**src/rtl/player_cache.sv**
```systemverilog
// player_cache: direct-mapped write-back cache of 64-bit player records
// sitting between the pokemon controller and the DRAM bridge. Hits are
// answered locally one cycle after the request. Misses and dirty evictions
// turn into single-beat bridge transactions. A flush writes back every dirty
// line in index order.
module player_cache #(
  parameter int NUM_LINES = 4,
  parameter int ADDR_W    = 8,
  parameter int DATA_W    = 64
) (
  input  logic              clk,
  input  logic              rst_n,
  input  logic              req_valid,
  input  logic              req_rw,
  input  logic [ADDR_W-1:0] req_id,
  input  logic [DATA_W-1:0] req_data,
  input  logic              flush_req,
  output logic              busy,
  output logic              resp_valid,
  output logic [DATA_W-1:0] resp_data,
  output logic              flush_done,
  output logic              C_in_valid,
  output logic              C_r_wb,
  output logic [ADDR_W-1:0] C_addr,
  output logic [DATA_W-1:0] C_data_w,
  input  logic              C_out_valid,
  input  logic [DATA_W-1:0] C_data_r
);

  localparam int IDX_W = $clog2(NUM_LINES);
  localparam int TAG_W = ADDR_W - IDX_W;
  localparam logic [IDX_W-1:0] LAST_IDX = IDX_W'(NUM_LINES - 1);

  typedef enum logic [2:0] {
    IDLE, WB_REQ, WB_WAIT, FILL_REQ, FILL_WAIT, RESP, FL_SCAN, FL_WAIT
  } stateT;

  stateT state;

  logic [DATA_W-1:0] lineData [NUM_LINES];
  logic [TAG_W-1:0]  lineTag  [NUM_LINES];
  logic [NUM_LINES-1:0] lineValid;
  logic [NUM_LINES-1:0] lineDirty;

  logic              reqRw;
  logic [ADDR_W-1:0] reqId;
  logic [DATA_W-1:0] reqData;
  logic              flushPending;
  logic [IDX_W-1:0]  scanIdx;

  logic [IDX_W-1:0] inIdx;
  logic [TAG_W-1:0] inTag;
  logic             inHit;
  logic [IDX_W-1:0] reqIdx;
  logic [TAG_W-1:0] reqTag;

  assign inIdx  = req_id[IDX_W-1:0];
  assign inTag  = req_id[ADDR_W-1:IDX_W];
  assign inHit  = lineValid[inIdx] && (lineTag[inIdx] == inTag);
  assign reqIdx = reqId[IDX_W-1:0];
  assign reqTag = reqId[ADDR_W-1:IDX_W];

  // Controller: line state, request latching, bridge sequencing and flush scan.
  always_ff @(posedge clk or negedge rst_n) begin
    if (!rst_n) begin
      state        <= IDLE;
      busy         <= 1'b0;
      resp_valid   <= 1'b0;
      resp_data    <= '0;
      flush_done   <= 1'b0;
      C_in_valid   <= 1'b0;
      C_r_wb       <= 1'b0;
      C_addr       <= '0;
      C_data_w     <= '0;
      lineValid    <= '0;
      lineDirty    <= '0;
      reqRw        <= 1'b0;
      reqId        <= '0;
      reqData      <= '0;
      flushPending <= 1'b0;
      scanIdx      <= '0;
      for (int i = 0; i < NUM_LINES; i++) begin
        lineTag[i]  <= '0;
        lineData[i] <= '0;
      end
    end else begin
      resp_valid <= 1'b0;
      resp_data  <= '0;
      flush_done <= 1'b0;
      C_in_valid <= 1'b0;
      C_r_wb     <= 1'b0;
      C_addr     <= '0;
      C_data_w   <= '0;

      if (flush_req && !(state == IDLE && !req_valid)) begin
        flushPending <= 1'b1;
      end

      case (state)
        IDLE: begin
          if (req_valid) begin
            reqRw   <= req_rw;
            reqId   <= req_id;
            reqData <= req_data;
            if (inHit) begin
              state      <= RESP;
              resp_valid <= 1'b1;
              if (req_rw) begin
                resp_data <= lineData[inIdx];
              end else begin
                lineData[inIdx]  <= req_data;
                lineDirty[inIdx] <= 1'b1;
              end
            end else begin
              busy <= 1'b1;
              if (lineValid[inIdx] && lineDirty[inIdx]) begin
                state      <= WB_REQ;
                C_in_valid <= 1'b1;
                C_addr     <= {lineTag[inIdx], inIdx};
                C_data_w   <= lineData[inIdx];
              end else if (req_rw) begin
                state      <= FILL_REQ;
                C_in_valid <= 1'b1;
                C_r_wb     <= 1'b1;
                C_addr     <= req_id;
              end else begin
                lineData[inIdx]  <= req_data;
                lineTag[inIdx]   <= inTag;
                lineValid[inIdx] <= 1'b1;
                lineDirty[inIdx] <= 1'b1;
                state            <= RESP;
                resp_valid       <= 1'b1;
              end
            end
          end else if (flush_req || flushPending) begin
            busy         <= 1'b1;
            state        <= FL_SCAN;
            scanIdx      <= '0;
            flushPending <= 1'b0;
          end
        end

        WB_REQ: state <= WB_WAIT;

        WB_WAIT: begin
          if (C_out_valid) begin
            lineDirty[reqIdx] <= 1'b0;
            if (reqRw) begin
              state      <= FILL_REQ;
              C_in_valid <= 1'b1;
              C_r_wb     <= 1'b1;
              C_addr     <= reqId;
            end else begin
              lineData[reqIdx]  <= reqData;
              lineTag[reqIdx]   <= reqTag;
              lineValid[reqIdx] <= 1'b1;
              lineDirty[reqIdx] <= 1'b1;
              state             <= RESP;
              resp_valid        <= 1'b1;
            end
          end
        end

        FILL_REQ: state <= FILL_WAIT;

        FILL_WAIT: begin
          if (C_out_valid) begin
            lineData[reqIdx]  <= C_data_r;
            lineTag[reqIdx]   <= reqTag;
            lineValid[reqIdx] <= 1'b1;
            lineDirty[reqIdx] <= 1'b0;
            resp_valid        <= 1'b1;
            resp_data         <= C_data_r;
            state             <= RESP;
          end
        end

        RESP: begin
          if (flushPending || flush_req) begin
            state        <= FL_SCAN;
            scanIdx      <= '0;
            busy         <= 1'b1;
            flushPending <= 1'b0;
          end else begin
            state <= IDLE;
            busy  <= 1'b0;
          end
        end

        FL_SCAN: begin
          if (lineValid[scanIdx] && lineDirty[scanIdx]) begin
            state      <= FL_WAIT;
            C_in_valid <= 1'b1;
            C_addr     <= {lineTag[scanIdx], scanIdx};
            C_data_w   <= lineData[scanIdx];
          end else if (scanIdx == LAST_IDX) begin
            flush_done <= 1'b1;
            busy       <= 1'b0;
            state      <= IDLE;
          end else begin
            scanIdx <= scanIdx + 1'b1;
          end
        end

        FL_WAIT: begin
          if (C_out_valid) begin
            lineDirty[scanIdx] <= 1'b0;
            if (scanIdx == LAST_IDX) begin
              flush_done <= 1'b1;
              busy       <= 1'b0;
              state      <= IDLE;
            end else begin
              scanIdx <= scanIdx + 1'b1;
              state   <= FL_SCAN;
            end
          end
        end

        default: state <= IDLE;
      endcase
    end
  end

endmodule

```
**config.mk**
```make
export PLATFORM = sky130hd
export DESIGN_NAME = player_cache
export DESIGN_NICKNAME = d
export VERILOG_FILES = /design/src/rtl/player_cache.sv
export SDC_FILE = /design/constraint.sdc
export NUM_CORES = 1
export LEC_CHECK = 0
export BUFFER_PORTS_ARGS = -buffer_cell sky130_fd_sc_hd__buf_2
export CAP_MARGIN = 20
export CORE_AREA = 8 8 253 206
export DETAILED_ROUTE_END_ITERATION = 7
export DIE_AREA = 0 0 261 214
export GPL_ROUTABILITY_DRIVEN = 0
export PLACE_DENSITY_LB_ADDON = 0.3
export SLEW_MARGIN = 20
export SYNTH_ARGS = -nofsm -noshare
export SYNTH_HDL_FRONTEND = slang
export SYNTH_SLANG_ARGS = --single-unit
export TNS_END_PERCENT = 10
```
**constraint.sdc**
```tcl
create_clock -name clk -period 2.7 [get_ports clk]
set_input_delay 0.54 -clock clk [delete_from_list [all_inputs] [get_ports clk]]
set_output_delay 0.54 -clock clk [all_outputs]
set_load 0.005 [all_outputs]
```
==> impl_metrics.toml <==
[power_and_ir_drop]
ir_drop_uv = 658.4
powerDensity_mw_per_mm2 = 1108
total_power_w = 0.03450
p_leak_nw = 13.96

[worst_setup_path]
cp-start-kind = "register"
crit_arrival_ps = 3110
worstSetupPathType = "reg -> reg"
end_kind = "register"
crit_required_ps = 3230
worst-path-max-fanout = 13

[sta]
tns_ps = 0
slew-limit-headroom = 0.5203
post-route-period-util = 0.9552
clock_skew_ps = 26.97
post-route-min-period_ps = 2579
worst_pin_slew_ps = 717.8
fmax_ghz = 0.3877
setup_viol = 0
drv_slew = 0
rsz0062_at_grt = "no"
hold_viol_final = 0

[placement]
dp_hpwl_mm = 56.62
placed_cell_area_mm2 = 0.02932
port_buffers = 282

[final_layout]
fin_util = 0.6496
drive_above_1_share = 0.3106
layout.nets = 2511
design_area_mm2 = 0.03113
layout_common_cells = "506 x dfrtp_1, 406 x a22o_1, 279 x buf_2"
area_growth_pct = 19.74
multi_input_area_mm2 = 0.01232
ff_latch_area_mm2 = 0.01272
final_common_cell = "dfrtp_1"
n_fill_cell = 3594

[synthesis]
post_synth_num_cell_types = 67
synth-edff-count = 0
synth_nets = 2221
syn_area_mm2 = 0.02600
async_flop_share = 1.000
synthCells = 2075
ys_seq_area_frac = 0.4889
synth_area_per_cell_um2 = 12.53
ys_ff_latch = 508
synth_flop_cell = "dfrtp_1"
yosys_warnings = 0

[detailed_routing]
wl_per_cell_um = 29.32
drt_first_iter_violations = 2671
drt_pass1_iterations = 6
dr_total_vias = 21805
drc = 0
postRouteAntennaNets = 0
routed_wirelength_mm = 89.18
vias_per_cell = 7.168

[grt]
antenna_found_initial = 12
grt_pass1_vias = 22274
grt_max_degree = 87
grt_pass1_wl_mm = 136.8
grt_overflow = 0
grt.total_usage = 0.3141

[floorplan]
num_rows = 72
die_x_um = 261
die_y_um = 214
start_util = 0.5425
io_pins = 283
die_area_mm2 = 0.05585
coreArea_mm2 = 0.04793

[clocking]
clockRootBuffer = "clkbuf_16"
cts_made_buffers = 51
clock-sinks = 508
cts_tree = "built"
h-tree-depth = 2
clk_path_buf_depth = 3
worstSkewPairLatency_ps = 610
post_cts_buffers = 0
clk_pin_slew_worst_paths_ps = 60

[hold_path]
min_path_type = "in -> reg"

[flow_run]
maxCapViolCount = 0

[status]
status = "complete, no violations"
[stage by stage]
| step | std cells | setup slack, ps | hold slack [ps] |
|---|---|---|---|
| 4_1_cts | 3034 | 137.0 | 163.0 |
| 3_5_place_dp | 2940 | -244.0 | 462.7 |
| 6_report | 3042 | 120.8 | 186.4 |
| 5_1_grt | 3039 | 24.18 | 181.2 |
| 2_1_floorplan | 2075 | 1.963 | 244.4 |
| 3_3_place_gp | 2940 | -185.8 | 458.1 |
[path summary, 6_finish.rpt]
kind,startpoint,to,slack [ps],cells past startpoint
worst max-delay path,lineTag[3],lineData[202],120,9
worst min-delay path,C_data_r[38],resp_data[38],190,2
worst max register to register,lineTag[3],lineData[202],120,9
worst min register to register,reqData[5],reqData[5],480,2
max in group asynchronous,rst_n,resp_data[35],1300,3
min in group asynchronous,rst_n,reqData[14],480,2
[repair_timing]
action | 4_1_cts | 5_1_grt
hold buffers | 1 | 0
gates resized for setup | 1 | 1
setup endpoints to repair | 12 | 1
hold endpoints to repair | 51 | 0
[metal layers]
metal,global-route usage,share of wire
met1,0.4201,0.38
met4,0.1218,0.035
met5,0,0.00074
met2,0.4851,0.46
met3,0.08715,0.13
[final cells by class]
class	count	area share
flip-flops and latches	508	0.4086
multi-input cells	1338	0.3957
repair buffers	457	0.1122
clock buffers	74	0.04959
well taps	629	0.02528
clock inverters	19	0.006953
inverters	9	0.001085
diodes	8	0.0006430
[critical path, cell delays in order, from the launching register on]
cell,delay (ps)
dfrtp_1,410
mux4_2,510
xnor2_1,230
buf_4,160
nand4_4,170
buf_12,200
a211oi_4,250
buf_4,240
buf_12,170
a22o_1,150
[sequential cells by signal, summed over array words and instances, names as in the netlist, 2 cells and up]
signal and count:
lineDirty 4, lineData 256, C_data_w 64, state 3, reqId 8, reqData 64
lineTag 24, resp_data 64, scanIdx 2, lineValid 4, C_addr 8
[where the power goes]
group | switching (W) | internal (W)
logic | 0.00859 | 0.00674
registers | 0.00175 | 0.00998
clock network | 0.00309 | 0.00435
[cell usage after synthesis (3+ instances only)]
master / number / area share
nor3_1: 9 / 0.0017
a22o_1: 406 / 0.14
mux4_2: 143 / 0.12
and2_1: 4 / 0.00096
nand3_1: 8 / 0.0015
nor2b_1: 4 / 0.00096
nand2b_1: 7 / 0.0017
and3_1: 5 / 0.0012
o21ai_0: 18 / 0.0035
inv_1: 7 / 0.0010
dfrtp_1: 508 / 0.49
buf_4: 6 / 0.0017
a22oi_1: 77 / 0.022
a211oi_4: 4 / 0.0031
ha_1: 4 / 0.0019
a211oi_2: 4 / 0.0019
a21boi_0: 3 / 0.00087
clkbuf_1: 149 / 0.022
a21o_1: 4 / 0.0012
mux2_2: 19 / 0.0082
a221o_1: 4 / 0.0015
buf_2: 29 / 0.0056
buf_6: 27 / 0.012
nand2_1: 236 / 0.034
o211ai_1: 4 / 0.0012
o2bb2ai_1: 264 / 0.089
o22ai_1: 6 / 0.0014
a21oi_1: 18 / 0.0035
nor2_1: 26 / 0.0038
xnor2_1: 6 / 0.0020
or2_2: 3 / 0.00072
a2111oi_0: 3 / 0.0010
a31oi_2: 4 / 0.0019
buf_1: 9 / 0.0013
[cells by family after synthesis]
| logic type | after synthesis | synth area share |
|---|---|---|
| AND/OR/NAND/NOR | 316 | 0.05168 |
| adder cells (fa/ha/maj) | 4 | 0.001925 |
| AO/OA/AOI/OAI | 844 | 0.2775 |
| buffers and inverters | 229 | 0.04312 |
| flip-flops | 508 | 0.4889 |
| multiplexers | 164 | 0.1329 |
| XOR/XNOR | 10 | 0.003946 |
(Power assumes the default switching activity.)
